## src/rtl/ring_osc_freq_counter_if.sv

```systemverilog
`default_nettype none
// ============================================================================
//  Module      : ring_osc_freq_counter_if
//  Description : Measurement request / result bundle for the ring-oscillator
//                frequency counter.
//  Revision    : 1.0 - initial release
// ============================================================================
interface ring_osc_freq_counter_if #(
    parameter int CNT_W  = 16,
    parameter int GATE_W = 16
);
    logic              start;
    logic [GATE_W-1:0] gate_cycles;
    logic              busy;
    logic [CNT_W-1:0]  count;
    logic              count_valid;
    logic              overflow;

    modport master (
        output start,
        output gate_cycles,
        input  busy,
        input  count,
        input  count_valid,
        input  overflow
    );

    modport slave (
        input  start,
        input  gate_cycles,
        output busy,
        output count,
        output count_valid,
        output overflow
    );
endinterface
`default_nettype wire

```

## src/rtl/ring_osc_freq_counter.sv

```systemverilog
`default_nettype none
// ============================================================================
//  Module      : ring_osc_freq_counter
//  Description : Counts rising edges of an asynchronous ring-oscillator tap
//                over a programmable window of system clocks.
//  Revision    : 1.0 - initial release
// ============================================================================
module ring_osc_freq_counter #(
    parameter int CNT_W       = 16,
    parameter int GATE_W      = 16,
    parameter int SYNC_STAGES = 2
) (
    input  wire logic              clk,
    input  wire logic              rst_n,
    input  wire logic              osc_in,
    ring_osc_freq_counter_if.slave meas
);

    typedef enum logic [1:0] {
        S_IDLE = 2'd0,
        S_ARM  = 2'd1,
        S_GATE = 2'd2,
        S_DONE = 2'd3
    } state_t;

    state_t              state_q, state_d;
    logic [SYNC_STAGES-1:0] sync_q;
    logic                osc_prev_q;
    logic                osc_s;
    logic                osc_edge;
    logic [GATE_W-1:0]   win_q, win_d;
    logic [CNT_W-1:0]    edge_cnt_q, edge_cnt_d;
    logic                ovf_q, ovf_d;
    logic [CNT_W-1:0]    count_q, count_d;
    logic                overflow_q, overflow_d;
    logic                busy_q, busy_d;
    logic                valid_q, valid_d;

    assign osc_s    = sync_q[SYNC_STAGES-1];
    assign osc_edge = osc_s & ~osc_prev_q;

    // Oscillator resynchronizer and edge detector run every cycle, independent of state.
    always_ff @(posedge clk or negedge rst_n) begin
        if (!rst_n) begin
            sync_q     <= '0;
            osc_prev_q <= 1'b0;
        end else begin
            sync_q     <= {sync_q[SYNC_STAGES-2:0], osc_in};
            osc_prev_q <= osc_s;
        end
    end

    always_ff @(posedge clk or negedge rst_n) begin
        if (!rst_n) begin
            state_q    <= S_IDLE;
            win_q      <= '0;
            edge_cnt_q <= '0;
            ovf_q      <= 1'b0;
            count_q    <= '0;
            overflow_q <= 1'b0;
            busy_q     <= 1'b0;
            valid_q    <= 1'b0;
        end else begin
            state_q    <= state_d;
            win_q      <= win_d;
            edge_cnt_q <= edge_cnt_d;
            ovf_q      <= ovf_d;
            count_q    <= count_d;
            overflow_q <= overflow_d;
            busy_q     <= busy_d;
            valid_q    <= valid_d;
        end
    end

    always_comb begin
        state_d    = state_q;
        win_d      = win_q;
        edge_cnt_d = edge_cnt_q;
        ovf_d      = ovf_q;
        count_d    = count_q;
        overflow_d = overflow_q;

        case (state_q)
            S_IDLE: begin
                if (meas.start && (meas.gate_cycles != '0)) begin
                    win_d   = meas.gate_cycles;
                    state_d = S_ARM;
                end
            end
            S_ARM: begin
                edge_cnt_d = '0;
                ovf_d      = 1'b0;
                state_d    = S_GATE;
            end
            S_GATE: begin
                if (osc_edge) begin
                    if (&edge_cnt_q) begin
                        ovf_d = 1'b1;
                    end else begin
                        edge_cnt_d = edge_cnt_q + CNT_W'(1);
                    end
                end
                win_d = win_q - GATE_W'(1);
                // Result is published on entry to DONE so it is stable while valid is high.
                if (win_q == GATE_W'(1)) begin
                    count_d    = edge_cnt_d;
                    overflow_d = ovf_d;
                    state_d    = S_DONE;
                end
            end
            S_DONE: begin
                state_d = S_IDLE;
            end
            default: begin
                state_d = S_IDLE;
            end
        endcase

        busy_d  = (state_d != S_IDLE);
        valid_d = (state_d == S_DONE);
    end

    assign meas.busy        = busy_q;
    assign meas.count       = count_q;
    assign meas.count_valid = valid_q;
    assign meas.overflow    = overflow_q;

endmodule
`default_nettype wire

```

## src/flat_wrapper.sv

```systemverilog
// flat-port wrapper written by rule: the top's interface ports become plain ports
module ring_osc_freq_counter_flat 
#(
    parameter int CNT_W       = 16,
    parameter int GATE_W      = 16,
    parameter int SYNC_STAGES = 2
)
  (clk, rst_n, osc_in, meas_start, meas_gate_cycles, meas_busy, meas_count, meas_count_valid, meas_overflow);
  ring_osc_freq_counter_if #(.CNT_W(CNT_W), .GATE_W(GATE_W)) meas_i ();
  input  wire logic clk;
  input  wire logic rst_n;
  input  wire logic osc_in;
  input wire logic [$bits(meas_i.start)-1:0] meas_start;
  input wire logic [$bits(meas_i.gate_cycles)-1:0] meas_gate_cycles;
  output wire logic [$bits(meas_i.busy)-1:0] meas_busy;
  output wire logic [$bits(meas_i.count)-1:0] meas_count;
  output wire logic [$bits(meas_i.count_valid)-1:0] meas_count_valid;
  output wire logic [$bits(meas_i.overflow)-1:0] meas_overflow;
  assign meas_i.start = meas_start;
  assign meas_i.gate_cycles = meas_gate_cycles;
  assign meas_busy = meas_i.busy;
  assign meas_count = meas_i.count;
  assign meas_count_valid = meas_i.count_valid;
  assign meas_overflow = meas_i.overflow;
  ring_osc_freq_counter #(.CNT_W(CNT_W), .GATE_W(GATE_W), .SYNC_STAGES(SYNC_STAGES)) u_core (.clk(clk), .rst_n(rst_n), .osc_in(osc_in), .meas(meas_i));
endmodule
```

## config.mk

```make
export PLATFORM = sky130hd
export DESIGN_NAME = ring_osc_freq_counter_flat
export DESIGN_NICKNAME = d
export VERILOG_FILES = /design/src/rtl/ring_osc_freq_counter_if.sv /design/src/rtl/ring_osc_freq_counter.sv /design/src/flat_wrapper.sv
export SDC_FILE = /design/constraint.sdc
export NUM_CORES = 1
export LEC_CHECK = 0
export ABC_CLOCK_PERIOD_IN_PS = 2500
export CORE_MARGIN = 5
export CORE_UTILIZATION = 40
export DETAILED_ROUTE_END_ITERATION = 12
export GPL_ROUTABILITY_DRIVEN = 0
export HOLD_SLACK_MARGIN = 0.1
export MAX_ROUTING_LAYER = met4
export PLACE_DENSITY = 0.61
export SYNTH_ARGS = -nofsm -noshare
export SYNTH_HDL_FRONTEND = slang
export SYNTH_SLANG_ARGS = --single-unit
```

## constraint.sdc

```tcl
create_clock -name clk -period 2.5 [get_ports clk]
set_input_delay 0.75 -clock clk [delete_from_list [all_inputs] [get_ports clk]]
set_output_delay 0.75 -clock clk [all_outputs]
set_load 0.02 [all_outputs]
```

==> impl_metrics.ini <==
[global_routing]
grt_max_degree = 58
antenna_found_initial = 0
grt_pass1_wl_um = 13100
grt_pass1_vias = 2631
grt.total_usage_pct = 17.1
grt-ovfl-total = 0

[timing]
slew_headroom_pct = 58.1
worstMarginPinSlew_ns = 0.623
fin_crit_ns = 2.35
fmax_mhz = 426
fin_worst_skew_ns = 0.00914
setup_viol = 0
rsz0062_at_grt = false
finalHoldViolations = 0
finalCritPeriodShare_pct = 93.9
slew_viol_final = 0

[cts]
htreeDepth = 3
path_clk_slew_ns = 0.07
clockBufferDepth = 2
numCtsBuffers = 9
cts_tree = done
ctsHoldBuffers = 0
clockRootBuffer = clkbuf_8
clk_latency_ns = 0.35
post_cts_resized = 0
cts_sinks = 57
post_cts.repair.setup_buffers = 0

[drt]
vias = 2796
wl_um = 7770
via_per_inst = 5.60
drtIter0Drc = 215
first_pass_iters = 5
wl_per_cell_um = 15.6
drtAntennaViolNets = 0
drc = 0

[worst_setup_path]
r2r_start = u_core.win_q[1]
required_ns = 2.73
r2r_end = u_core.win_q[12]
r2r_setup_slack_ns = 0.30
startpoint = meas_gate_cycles[4]
reg2reg_depth = 7
crit_path_end_kind = register
crit_path_start_kind = input port
arrival_ns = 2.58
crit_type = input port to register
crit_fanout = 14

[placement]
port_buffers = 38
dp.final_hpwl_um = 5530

[floorplan]
core_um2 = 7770
io_pins = 39
row_count = 32
dieArea_um2 = 9940
die_w_um = 99.7
initial_core_util_pct = 41.4
die_h_um = 99.7

[logic_synthesis]
synth_edf_count = 0
yosys_most_used_dff = dfrtp_1
async_reset_ff_share_pct = 100
synth-seq-area-share_pct = 44.3
synth_warnings = 0
ys_ff_latch = 57
syn_nets = 365
syn_area_per_cell_um2 = 9.46
ys_types = 59
synth_cells = 340
syn_area_um2 = 3220

[finish]
final_util_pct = 51.7
fin_nets = 417
final_layout_size_suffix_gt1_share_pct = 15.9
diodes = 0
layout_common_cells = dfrtp_1 (57), clkdlybuf4s50_1 (37), nor2_1 (27)
syn_to_final_growth_pct = 24.8
final_common_cell = dfrtp_1

[pwr]
power.total_mw = 1.97
leakagePower_nw = 1.65
p_per_area_nw_per_um2 = 490
ir_worst_vdd_mv = 0.271

[worst_hold_path]
min-delay-start = u_core.sync_q[0]
whs_path_depth = 0
min_path_type = register to register
min_to = u_core.sync_q[1]

[job]
maxCapViolCount = 0

[status]
status = finished clean
-- how the worst max path moves through the flow --
stage                     slack, ns          endpoint
after global routing           0.03  u_core.win_q[12]
after global placement        -0.14  u_core.win_q[12]
after CTS                      0.17  u_core.win_q[12]
after detailed placement      -0.20  u_core.win_q[12]
after floorplan                0.42  u_core.win_q[13]
final                          0.15  u_core.win_q[12]
-- per-layer routing --
layer	track usage [%]	vias to the layer above	part of all wire [%]
li1	-	1378	-
met1	24.6	1335	50
met2	23.4	64	43
met3	3.86	19	4.8
met4	6.30	0	1.8
met5	-	-	0
-- per-stage QoR --
step,setup slack [ns],hold slack [ns],setup TNS [ns],std cells,instance area (um2)
global route,0.0298,0.355,0,499,4020
global placement,-0.138,0.335,-1.25,483,3840
detailed placement,-0.196,0.339,-1.91,483,3840
finish,0.154,0.350,0,499,4020
CTS,0.168,0.354,0,499,4020
floorplan,0.417,0.331,0,340,3220
-- cell usage after synthesis (all sizes together), types with 5 or more instances --
cell type  count  area share, %
nor2          28            3.5
nor4          10            3.3
inv           14            1.6
mux2           8            2.8
clkbuf        14            1.6
o22a          10            2.7
a31oi         12            2.3
nand4         10            2.5
xnor2          8            2.2
and3           5           0.97
nand2         26            3.0
nand3         15            2.6
ha             5            1.9
dfrtp         57             44
o21ai         21            3.3
a21oi         23            3.6
buf            7            1.4
o311ai         5            1.4
nor3          14            2.7
-- cell families after synthesis --
family / count (synthesis) / synth area share [%]
AOI/OAI and AO/OA: 94 / 19.4
xor gates and xnor gates: 10 / 2.72
adders and majority gates: 5 / 1.94
buffers and inverters: 35 / 4.63
DFF: 57 / 44.3
muxes: 12 / 4.04
and+or+nand+nor: 127 / 22.9
-- flip-flops by register name (all words and copies together) (netlist names), 2 cells and up --
name               flops
u_core.meas.count     16
u_core.edge_cnt_q     16
u_core.state_q         2
u_core.win_q          16
u_core.sync_q          2
-- critical path: stages --
cell and delay (ns):
clkdlybuf4s50_1 0.42, nor4_1 0.42, a41o_1 0.24, a21boi_1 0.16, buf_4 0.22, buf_12 0.15
a21oi_1 0.04, o22a_1 0.18
-- final cells by class --
| type | instances | area (um2) |
|---|---|---|
| fillers | 739 | 3750 |
| multi-input cells | 248 | 1640 |
| flip-flops and latches | 57 | 1430 |
| repair buffers | 62 | 593 |
| clock buffers | 13 | 159 |
| well taps | 102 | 128 |
| inverters | 14 | 52.6 |
| clock inverters | 3 | 15.0 |
-- power breakdown --
part	switching, mW	internal (mW)
Clock	0.375	0.409
Combinational	0.0857	0.0915
Sequential	0.0490	0.956
No activity file was read; power rests on OpenSTA's default activity.
